`config.mk`:
```
export PLATFORM = sky130hd
export DESIGN_NAME = pc_unit
export DESIGN_NICKNAME = d
export VERILOG_FILES = /design/src/rtl/pc_unit_pkg.sv /design/src/rtl/pc_ras.sv /design/src/rtl/pc_unit.sv
export SDC_FILE = /design/constraint.sdc
export NUM_CORES = 1
export LEC_CHECK = 0
export ABC_AREA = 1
export CAP_MARGIN = 15
export CORE_MARGIN = 2
export CORE_UTILIZATION = 45
export DETAILED_ROUTE_END_ITERATION = 10
export PLACE_DENSITY = 0.69
export SLEW_MARGIN = 20
export SYNTH_ARGS = -nofsm -noshare
export SYNTH_HDL_FRONTEND = slang
export SYNTH_HIERARCHICAL = 1
export SYNTH_SLANG_ARGS = --single-unit
```
`constraint.sdc`:
```
create_clock -name clk -period 5.7 [get_ports clk]
set_clock_uncertainty 0.15 [all_clocks]
set_input_delay 1.71 -clock clk [delete_from_list [all_inputs] [get_ports clk]]
set_output_delay 1.71 -clock clk [all_outputs]
set_load 0.1 [all_outputs]
```
`src/rtl/pc_unit_pkg.sv`:
```
// pc_unit_pkg: shared mode encoding and default addresses for the program counter
package pc_unit_pkg;

    typedef enum logic [2:0] {
        PC_HOLD   = 3'd0,
        PC_INCR   = 3'd1,
        PC_JUMP   = 3'd2,
        PC_BRANCH = 3'd3,
        PC_CALL   = 3'd4,
        PC_RET    = 3'd5,
        PC_TRAP   = 3'd6,
        PC_MRET   = 3'd7
    } pc_mode_e;

    localparam int          INSTRUCTION_SIZE_IN_BYTES = 4;
    localparam int          PC_RAS_DEPTH              = 4;
    localparam logic [31:0] PC_INIT_ADDR              = 32'h0000_0000;
    localparam logic [31:0] PC_TRAP_VEC               = 32'h0000_0100;

endpackage

```
`src/rtl/pc_ras.sv`:
```
// pc_ras: circular return-address stack; a push when full overwrites the oldest entry
module pc_ras #(
    parameter int XLEN      = 32,
    parameter int RAS_DEPTH = 4
) (
    input  logic            clk,
    input  logic            res_n,
    input  logic            push,
    input  logic            pop,
    input  logic [XLEN-1:0] push_data,
    output logic [XLEN-1:0] top,
    output logic            empty,
    output logic            full
);

    localparam int PW = $clog2(RAS_DEPTH);
    localparam int CW = $clog2(RAS_DEPTH + 1);

    if (RAS_DEPTH < 2 || (RAS_DEPTH & (RAS_DEPTH - 1)) != 0) begin : g_bad_depth
        $error("pc_ras: RAS_DEPTH must be a power of two and at least 2");
    end

    logic [XLEN-1:0] mem_q [RAS_DEPTH];
    logic [PW-1:0]   ptr_q, ptr_d, wr_ptr;
    logic [CW-1:0]   cnt_q, cnt_d;

    assign wr_ptr = ptr_q + PW'(1);
    assign top    = mem_q[ptr_q];
    assign empty  = cnt_q == '0;
    assign full   = cnt_q == CW'(RAS_DEPTH);

    // pointer tracks the top entry; count saturates so the oldest entry is silently lost
    always_comb begin
        ptr_d = push ? wr_ptr : pop ? ptr_q - PW'(1) : ptr_q;
        cnt_d = push ? (full ? cnt_q : cnt_q + CW'(1)) : pop ? cnt_q - CW'(1) : cnt_q;
    end

    // pointer and count registers
    always_ff @(posedge clk or negedge res_n) begin
        if (!res_n) begin
            ptr_q <= '0;
            cnt_q <= '0;
        end else begin
            ptr_q <= ptr_d;
            cnt_q <= cnt_d;
        end
    end

    // entry storage needs no reset; empty/full gate every read
    always_ff @(posedge clk) begin
        if (push) mem_q[wr_ptr] <= push_data;
    end

endmodule

```
`src/rtl/pc_unit.sv`:
```
// pc_unit: program counter with return-address stack, trap entry and trap return
module pc_unit
    import pc_unit_pkg::*;
#(
    parameter int              XLEN       = 32,
    parameter logic [XLEN-1:0] INIT_ADDR  = PC_INIT_ADDR,
    parameter logic [XLEN-1:0] TRAP_VEC   = PC_TRAP_VEC,
    parameter int              STEP_BYTES = INSTRUCTION_SIZE_IN_BYTES,
    parameter int              RAS_DEPTH  = PC_RAS_DEPTH
) (
    input  logic            clk,
    input  logic            res_n,
    input  logic            enable,
    input  logic [2:0]      mode,
    input  logic [XLEN-1:0] jmp_addr,
    input  logic [XLEN-1:0] offset,
    output logic [XLEN-1:0] pc,
    output logic [XLEN-1:0] pc_step,
    output logic [XLEN-1:0] epc,
    output logic            ras_empty,
    output logic            ras_full,
    output logic            misaligned,
    output logic            ras_underflow
);

    if (STEP_BYTES != 2 && STEP_BYTES != 4) begin : g_bad_step
        $error("pc_unit: STEP_BYTES must be 2 or 4");
    end

    localparam logic [XLEN-1:0] STEP  = XLEN'(STEP_BYTES);
    localparam logic [XLEN-1:0] AMASK = XLEN'(STEP_BYTES - 1);

    pc_mode_e        mode_e;
    logic [XLEN-1:0] pc_q, pc_d, epc_q, epc_d, target, ras_top;
    logic            mis_q, mis_d, uf_q, uf_d;
    logic            checked, bad, push, pop;

    assign mode_e        = pc_mode_e'(mode);
    assign pc            = pc_q;
    assign pc_step       = pc_q + STEP;
    assign epc           = epc_q;
    assign misaligned    = mis_q;
    assign ras_underflow = uf_q;

    // select the target, flag misalignment and decide stack traffic for this edge
    always_comb begin
        target = pc_q;
        unique case (mode_e)
            PC_INCR:          target = pc_step;
            PC_JUMP, PC_CALL: target = jmp_addr;
            PC_BRANCH:        target = pc_q + offset;
            PC_RET:           target = ras_empty ? pc_step : ras_top;
            PC_MRET:          target = epc_q;
            default:          target = pc_q;
        endcase
        checked = mode_e inside {PC_JUMP, PC_BRANCH, PC_CALL, PC_RET, PC_MRET};
        bad     = checked && (target & AMASK) != '0;
        push    = enable && mode_e == PC_CALL && !bad;
        pop     = enable && mode_e == PC_RET && !ras_empty && !bad;
        mis_d   = enable && bad;
        uf_d    = enable && mode_e == PC_RET && ras_empty && !bad;
        pc_d    = !enable ? pc_q : (mode_e == PC_TRAP || bad) ? TRAP_VEC : target;
        epc_d   = (enable && (mode_e == PC_TRAP || bad)) ? pc_q : epc_q;
    end

    // architectural registers and the one-cycle status pulses
    always_ff @(posedge clk or negedge res_n) begin
        if (!res_n) begin
            pc_q  <= INIT_ADDR;
            epc_q <= '0;
            mis_q <= 1'b0;
            uf_q  <= 1'b0;
        end else begin
            pc_q  <= pc_d;
            epc_q <= epc_d;
            mis_q <= mis_d;
            uf_q  <= uf_d;
        end
    end

    pc_ras #(
        .XLEN      (XLEN),
        .RAS_DEPTH (RAS_DEPTH)
    ) u_ras (
        .clk       (clk),
        .res_n     (res_n),
        .push      (push),
        .pop       (pop),
        .push_data (pc_step),
        .top       (ras_top),
        .empty     (ras_empty),
        .full      (ras_full)
    );

endmodule

```
After elaboration in Yosys (flattened, before gate mapping) --
Memories as Yosys holds them, arrays and structs flattened. Cells that the tools add are included. Widths: inputs -> output; s select.
Storage, ports and cells: register bits after elaboration 71, memory bits (writable) 128, bits of input ports 70, output and inout bits 100, logic and storage cells 54, memories kept 1
Operators by class: add/sub/neg operators 6, eq/ne operators 9, mux-type cells 10, reduce and logical (&&, ||, !) cells 21
Memory list:
- u_ras.mem_q | words 4, width 32, read ports 1, clocked after memory_dff 0, wr ports 1, RTL line pc_ras.sv:23 | logic [XLEN-1:0] mem_q [RAS_DEPTH];
Operators by type and width (count):
- $pmux 32 s5 | 1
- $mux 32 | 2
- $add 32x3->32 const B | 1
- $add 32x32->32 | 1
- $reduce_bool 32->1 | 1
- $eq 3x3->1 const B | 5
- $logic_and 1x1->1 | 10
- $mux 3 | 3
- $eq 3x2->1 const B | 2
- $reduce_bool 6->1 | 1
- $reduce_bool 5->1 | 1
- $mux 2 | 2
- $reduce_and 2->1 | 2
- $add 3x1->3 const B | 1
- $eq 3x1->1 const B | 1
- $logic_not 3->1 | 1
- $sub 3x1->3 const B | 1
- $add 2x1->2 const B | 1
- $logic_not 1->1 | 2
- $mux 1 | 2
- $ne 2x2->1 const B | 1
- $reduce_bool 2->1 | 1
- $reduce_or 2->1 | 1
- $sub 2x1->2 const B | 1
- $logic_or 1x1->1 | 1

Logic depth before layout (Yosys ltp) --
Gate-level depths: netlist of run 1.
depth in word-level cells 9, mapped depth 21, mapped depth without buffers 17

Modules after synthesis --
The synthesis of run 1 kept the hierarchy.
By module, submodules not included:
- pc_unit | instances 1, cells an instance 1364, area each 7483.4 um2, sequential area each 1651.6 um2
- pc_ras | instances 1, cells an instance 362, area each 5123.7 um2, sequential area each 3968.8 um2

Least setup slack after synthesis of run 1 --
No wires, ideal clock.
path type register to output, start reg pc_q[2] (netlist: pc[2]), end out pc_step[9], arrival time 3.848 ns, data required time 3.840 ns, slack -0.008 ns, cell stages (with the launch flop) 5, path buffers 0, cell sequence dfrtp_1 inv_1 nor2_2 nand2_1 xor2_1
Between the ends: word-level cells in the longest chain between the ends 1
Ends and longest elaborated chain:
- start, declared | RTL line pc_unit.sv:34 | logic [XLEN-1:0] pc_q, pc_d, epc_q, epc_d, target, ras_top;
- start signal, assigned | RTL line pc_unit.sv:74 | pc_q <= pc_d;
- $add 32x3->32 | RTL line pc_unit.sv:40 | assign pc_step = pc_q + STEP;
- end, declared | RTL line pc_unit.sv:18 | output logic [XLEN-1:0] pc_step,
No other way between the ends.

Final worst setup path of run 1 --
start reg pc_q[4] (netlist: pc[4]), end out pc_step[5]
The elaborated chain is that of the path after synthesis.

==> summary.md, run 1 <==
The flow ran to the end, and the final reports show no timing, DRC or antenna violations. The remaining global-route overflow was 0; the TritonCTS buffer count was 17. The detailed-routed wire length on met2 is 19500 um.

Power spread over the standard cell area amounts to 489 nW/um2. Summed over all nets, the half-perimeter wirelength after detailed placement is 31300 um. CTS built an H-tree with a depth of 4. At the later pin of the worst-skew pair, clock insertion delay measures 0.44 ns.

Clock-pin slew was measured on the worst setup and hold paths at 0.08 ns. During synthesis, Yosys emitted a total of 6 warnings. The minimum clock period after layout was 4.92 ns. The most common cell in the synthesized netlist is sky130_fd_sc_hd__nand2_1. Of the total power, the clock network draws 18.2%. No sink is reached through more buffers than the 2 on the longest clock path. Traced cell by cell, the critical path runs through nand3_1 -> xor2_1 -> clkdlybuf4s50_1. The slowest stage of the critical path belongs to the cell sky130_fd_sc_hd__clkdlybuf4s50_1.

The highest achievable clock rate was 203 MHz. The logs give 0 for the number of pins exceeding their max-slew limit in the final report and 7.14 nW for the leakage power. Minimum setup slack after placement: 0.762 ns. The logs give 45.5% for the initial cell density of the core and 0.982 for the weighted congestion reported at the end of routability-driven placement. For this run, design rule violations remaining after detail routing come to 0. The element type at the critical path start was a flip-flop. In this run the worst path has a maximum fanout of 9. The sequential element share of the synthesized area came out at 44.6%. The antenna diode count was 0. The floorplan has 61 rows. At the end of the flow the core is filled with cells to 55.1%. The synthesized design spends more area on one cell type than any other, namely sky130_fd_sc_hd__edfxtp_1.

For the final routed database, the setup TNS stands at 0 ns. CTS saw 199 sinks. The tools report the data arrival at the endpoint of the critical path as 3.06 ns.

The tree is rooted in a sky130_fd_sc_hd__clkbuf_16. Internal power comes to 0.00349 W. Counting flops with a built-in enable in the synthesized netlist gives 128. TritonCTS built the clock tree. Slew at the pin with the worst max-slew slack: 0.993 ns.

The commonest cells after synthesis are sky130_fd_sc_hd__nand2_1, sky130_fd_sc_hd__inv_1, sky130_fd_sc_hd__nor2_1. The routed design uses 2850 um of met3 wire. The first detailed-routing pass took 5 iterations.

The async set-or-reset flop fraction in the synthesized netlist is 35.7%, and the gate count after technology mapping is 1726. Sorting the synthesized cells by area gives the leading types as sky130_fd_sc_hd__edfxtp_1, sky130_fd_sc_hd__nand2_1, sky130_fd_sc_hd__dfrtp_1. For the hold buffer count at CTS, the log shows 0. The leading register cell type out of synthesis is sky130_fd_sc_hd__edfxtp_1. The via count of the first global-routing pass came out at 11500.

In this run switching power makes up 53.1% of total power. For this design the total switching power over the nets is 0.00396 W. Dividing the detail-routed wire length by the instance count gives 18.3 um.

The first routing iteration left 1239 violations. Number of distinct library cells after synthesis: 45. Setup repair after global routing left no endpoint under its margin. The worst pin sits at a relative slew slack of 33.6%. The highest routed metal layer is met4. The critical path is of the flip-flop to primary output type. The logs give 28.8% for the total routing resource utilization after global routing and 0 for the max-cap check violation count. Of the total power, combinational logic draws 54.1%. Across all setup checks in the final design, the least slack found is 0.781 ns.

Entering global routing, the biggest net connects 72 pins. The floorplan die width was 171 um. The region available for standard cell placement spans 27700 um2. In this run the post-CTS setup repair buffer count came out at 0. After detailed routing, the number of vias per cell comes to 5.36. The area of the mapped netlist is 12600 um2, and the fraction of layout cells with a size suffix above 1 is 5.97%. The worst path uses 86.3% of the clock period.

Summing over every cut layer, the via total after detailed routing is 12200. The count of buffers inserted at the top-level ports works out to 169. Endpoint required time on the critical path: 3.84 ns.

The initial antenna violation count came out at 0. Each instance of the synthesized netlist takes up on average 7.30 um2. Registers are responsible for 27.7% of the overall power. The number of synthesized register bits was 199; the area share of the largest cell type after synthesis was 30.5%.

The run gives 18100 um as the routed length on met1. Measured along the y axis, the die boundary spans 171 um. The tools report the element type at the critical path end as a primary output. The wire length of the first global-routing pass is 64100 um. Relative to the synthesized area, the layout overhead comes to 21.0%.

The routed wire length was 41500 um; the worst hold margin was 0.363 ns. 170 I/O pins were placed. The logs give 29400 um2 for the area enclosed by the die boundary and 0 for the antenna violation net count after detailed routing.

When the netlist entered floorplanning its net count stood at 1834. The run gives 0 as the number of gates resized after cts. At the end of the flow, the number of nets in the layout was 1988. The largest single stage delay on the critical path is 1.27 ns. The largest vdd supply drop came out at 0.327 mV. The worst hold path belongs to the class flip-flop to flip-flop. The final-report hold violation count was 0. The count of endpoints failing setup in the final report came out at 0.
==> area by class of cell <==
cell class / instances / area (um2)
Fill cell: 2623 / 12400
Multi-Input combinational cell: 1256 / 5890
Sequential cell: 199 / 5620
Timing Repair Buffer: 197 / 1830
Inverter: 209 / 785
Tap cell: 378 / 473
Clock buffer: 17 / 425
Clock inverter: 15 / 233
==> critical path: cells and delay by family, from the launching register on <==
family / cells / cell delay, ns
flops: 1 / 0.56
simple gates: 1 / 0.19
buf+inv: 1 / 1.27
xor+xnor: 1 / 0.60
==> metal layers <==
layer | global-route usage, % | vias to the layer above
met5 | 0 | -
met4 | 9.62 | 0
met3 | 2.81 | 67
met2 | 47.2 | 496
met1 | 40.0 | 5701
li1 | - | 5901
==> registers in the layout, summed over array words and instances (netlist names) <==
register	count
pc	32
u_ras/mem_q	128
u_ras/cnt_q	3
u_ras/ptr_q	2
ras_underflow	1
epc	32
misaligned	1
==> kinds of logic after synthesis <==
logic type,count (synthesis),synth area share [%]
buffers and inverters,271,8.82
xor gates and xnor gates,11,0.764
AOI/OAI and AO/OA,213,9.37
and+or+nand+nor,993,32.5
muxes,1,0.0794
adders and majority gates,38,3.89
DFF,199,44.6
==> metrics by stage <==
stage	total power [W]	instances	area, um2
after floorplan	0.00500	1726	12600
after global placement	0.00604	2239	14600
after detailed placement	0.00608	2239	14600
after CTS	0.00743	2271	15300
after global routing	0.00782	2271	15300
final	0.00745	2271	15300
==> power by group through the flow <==
stage / Sequential [W] / Clock [W] / Combinational, W
final: 0.00206 / 0.00136 / 0.00403
after floorplan: 0.00299 / 0 / 0.00201
after global placement: 0.00208 / 0 / 0.00396
after detailed placement: 0.00209 / 0 / 0.00400
after global routing: 0.00208 / 0.00142 / 0.00431
after CTS: 0.00206 / 0.00136 / 0.00401
==> path summary, 6_finish.rpt <==
kind / start / slack (ns) / endpoint / cells after the start
setup / recovery: pc[4] / 0.78 / pc_step[5] / 3
hold / removal: epc[29] / 0.36 / epc[29] / 2
setup reg to reg: u_ras/cnt_q[0] / 1.97 / u_ras/mem_q[3][20] / 15
hold reg to reg: epc[29] / 0.36 / epc[29] / 2
max in group asynchronous: res_n / 3.48 / epc[13] / 1
min in group asynchronous: res_n / 1.23 / u_ras/cnt_q[1] / 1
==> layout by cell type (no fill, tap or decap), types with 6 or more instances in the layout <==
cell type / synthesis / routed
sky130_fd_sc_hd__o22ai_1: 34 / 34
sky130_fd_sc_hd__inv_1: 203 / 203
sky130_fd_sc_hd__nor3_1: 8 / 7
sky130_fd_sc_hd__buf_4: 6 / 56
sky130_fd_sc_hd__nand4_1: 12 / 12
sky130_fd_sc_hd__clkbuf_16: 0 / 17
sky130_fd_sc_hd__dfrtp_1: 71 / 70
sky130_fd_sc_hd__inv_8: 0 / 6
sky130_fd_sc_hd__nand2_1: 597 / 597
sky130_fd_sc_hd__o21ai_1: 20 / 20
sky130_fd_sc_hd__and2_1: 7 / 7
sky130_fd_sc_hd__a21oi_1: 57 / 57
sky130_fd_sc_hd__edfxtp_1: 128 / 128
sky130_fd_sc_hd__nand3_1: 148 / 148
sky130_fd_sc_hd__nor2_1: 194 / 194
sky130_fd_sc_hd__clkdlybuf4s50_1: 0 / 141
sky130_fd_sc_hd__o21ai_0: 77 / 77
sky130_fd_sc_hd__xor2_1: 10 / 9
sky130_fd_sc_hd__o21bai_1: 10 / 10
sky130_fd_sc_hd__ha_1: 36 / 36
No activity file was read; power rests on OpenSTA's default activity.
==> run 2, diff against run 1 <==
MAX_ROUTING_LAYER = met4   (was not set)
SETUP_SLACK_MARGIN = 0.4   (was not set)
==> summary.md, run 2 (synthesis gave the netlist of run 1 again) <==
The run finished with clean final reports. The leakage power is 7.11 nW (-0.38%), and the count of buffers inserted at the top-level ports is 169 (unchanged). For the highest achievable clock rate, the log shows 208 MHz (+2.1%). The HPWL after detailed placement is 31600 um (+0.92%), and the buffer and inverter count on the worst path is 3 (+2). The number of buffers on the longest clock path was 2 (unchanged); the final routed wire length divided by cell count was 18.4 um (+0.71%).

Floorplan die width: 171 um (unchanged). The library cells used most frequently in the layout, excluding fill and tap cells, are sky130_fd_sc_hd__nand2_1, sky130_fd_sc_hd__inv_1, sky130_fd_sc_hd__nor2_1. The TritonCTS buffer count came out at 17 (unchanged).

The run gives 3.68% (+0.87 points) as the met3 usage in global routing. The tightest min-delay check is of the flip-flop to flip-flop type. Met1 layer usage reported by global route: 39.3% (-0.75 points).

The portion of the clock cycle consumed by the worst path in the final layout works out to 84.5% (-1.8 points). The I/O pin count was 170 (unchanged); the minimum clock period after layout was 4.82 ns (-0.103 ns). Core region area: 27700 um2 (unchanged). The tightest slew margin relative to the limit was 33.2% (-0.38 points); the maximum fanout encountered on the critical timing path was 7 (-2). By instance count, the cell type seen most on the critical path is sky130_fd_sc_hd__nand2_1.

The critical setup path kind was flip-flop to primary output. The run gives 0.00740 W (-0.72%) as the post-route total power. The logs give 199 (unchanged) for the number of clock sinks seen by CTS and 1275 (+2.9%) for the number of DRC markers after the initial detailed-route iteration. The height of the chip was 171 um (unchanged); the via count of the first global-routing pass was 11300 (-0.93%).

The endpoint required time on the critical path came out at 3.84 ns (about the same). Walking the worst path, the cells encountered are ha_1 -> nand2_1 -> nor2_1 -> nand2_1 -> inv_1 -> nand2_1 -> nand2_1 -> nand2_1 -> inv_1 -> buf_4. The logs give 0 (unchanged) for the remaining global-route overflow and 6 (+1) for the first-pass iteration count of the detailed router. The run gives 12200 (+0.31%) as the total number of vias. The cell sitting at the root of the clock tree is a sky130_fd_sc_hd__clkbuf_16.

The number of setup buffers added after CTS is 0 (unchanged), and the vias per cell is 5.38 (+0.40%). Minimum setup slack after placement: 0.766 ns (+0.00410 ns). Largest register by flop count: u_ras/mem_q.

The run gives 2.96 ns (-0.10 ns) as the data arrival at the endpoint of the critical path. The power density over the cells works out to 486 nW/um2 (-0.51%). Compared with the post-synthesis result, the final layout area differs by 20.8%. The wire length of the first global-routing pass was 63300 um (-1.3%). The run gives 54.9% (-0.12 points) as the final core area utilization.

The run gives 0 (unchanged) as the hold buffer count at CTS. For the number of gates resized after cts, the log shows 0 (unchanged). The cell type of the slowest stage on the worst timing path is sky130_fd_sc_hd__dfrtp_1.

The tools report the area enclosed by the die boundary as 29400 um2 (unchanged). Setup slack after layout: 0.884 ns (+0.103 ns). The H-tree depth reported by CTS came out at 4 (unchanged). The number of flip-flops in the largest register is 128 (unchanged), and the count of cell instances traversed by the critical path is 10 (+7). The tools report the number of remaining DRC errors as 0 (unchanged). STA classifies the critical path startpoint as a flip-flop. The largest vdd supply drop is 0.336 mV (+2.6%), and the clock-pin slew of the registers on the worst-case setup and hold paths is 0.09 ns (about the same).

Fill cell instance count of the final layout: 2663 (+1.5%). Weighted congestion reported at the end of routability-driven placement: 0.984 (+0.21%). The final net count is 1985 (-0.15%), and the initial antenna violation count is 1 (+1).

The final-report hold violation count came out at 0 (unchanged). The tools report the routed wire length as 41700 um (+0.62%). The initial cell density of the core is 45.5% (unchanged), and the met2 track demand over resource in global routing is 47.6% (+0.39 points). The worst reg2reg path depth came out at 15 (unchanged).

The cell family contributing the most delay on the critical path is simple AND/OR/NAND/NOR gates. The max-cap check violation count is 0 (unchanged). The layer carrying the most global-route usage is met2. The tools report the setup TNS after final layout as 0 ns (unchanged). The cell depth of the worst hold path was 2 (unchanged); the count of endpoints failing setup in the final report was 0 (unchanged). The site row count was 61 (unchanged). The fraction of layout cells with a size suffix above 1 was 5.93% (-0.043 points). Leaving out fill and tap cells, the most frequent cell in the layout is sky130_fd_sc_hd__nand2_1. TritonCTS built the clock tree. The logs give 72 (unchanged) for the maximum number of pins on one net before global-route repair and 0.44 ns (about the same) for the insertion delay to the later sink of the worst-skew pair. The tools report the antenna violation net count after detailed routing as 0 (unchanged). The slew at the pin with the worst max-slew slack was 1.00 ns (+0.00887 ns). The worst setup path is captured at a primary output. The total routing resource utilization after global routing came out at 29.5% (+0.77 points). The largest incremental delay on the critical path was 0.52 ns (-0.75 ns). Setup repair after global routing left no endpoint under its margin. The number of pins exceeding their max-slew limit in the final report came out at 0 (unchanged).
## run 2: cell types whose count changed in the layout (fill, tap and decap cells not counted), sizes merged
cell / previous run / this run
bufinv: 4 / 1
clkinv: 4 / 7
buf: 56 / 54
clkdlybuf4s50: 141 / 140
diode: 0 / 1
## run 2: cell type report
cell class | count | area [um2] | share of cell area [%]
multi-input combinational | 1256 | 5890 | 38.7
sequential | 199 | 5620 | 36.9
timing repair buffer | 194 | 1810 | 11.9
inverter | 209 | 785 | 5.15
tap | 378 | 473 | 3.11
clock buffer | 17 | 425 | 2.79
clock inverter | 15 | 216 | 1.42
antenna | 1 | 2.50 | 0.0164
## run 2: layer usage
layer	up-vias	share of wire, %
met3	72	7.1
li1	5899	-
met4	0	2.6
met1	5752	43
met2	480	48
met5	-	0
## run 2: final timing paths
kind,from,slack (ns),to
min reg2reg,epc[20],0.36,epc[20]
max reg2reg,u_ras/ptr_q[1],2.25,epc[18]
min,epc[20],0.36,epc[20]
max in group asynchronous,res_n,3.48,pc[20]
min in group asynchronous,res_n,1.25,u_ras/ptr_q[0]
max,pc[3],0.88,pc_step[26]
## run 2: report_power, final
| part | leakage, nW | total, W | internal (W) | switching (W) |
|---|---|---|---|---|
| logic | 4.69 | 0.00404 | 0.000959 | 0.00309 |
| clock network | 0.305 | 0.00129 | 0.000647 | 0.000645 |
| registers | 2.12 | 0.00206 | 0.00178 | 0.000288 |
## run 2: through the flow
step                      hold slack, ns  cell area (um2)  instances
final                              0.361            15200       2269
after CTS                          0.357            15200       2268
after global placement             0.335            14600       2236
after global routing               0.372            15200       2269
after detailed placement           0.338            14600       2236
after floorplan                    0.376            12600       1726
## run 2: worst register-to-register path: cells and delay by family (launching register included)
kind	cells	cell delay, ns
compound gates	3	0.54
flops	1	0.36
simple gates	10	1.55
buf+inv	2	0.73
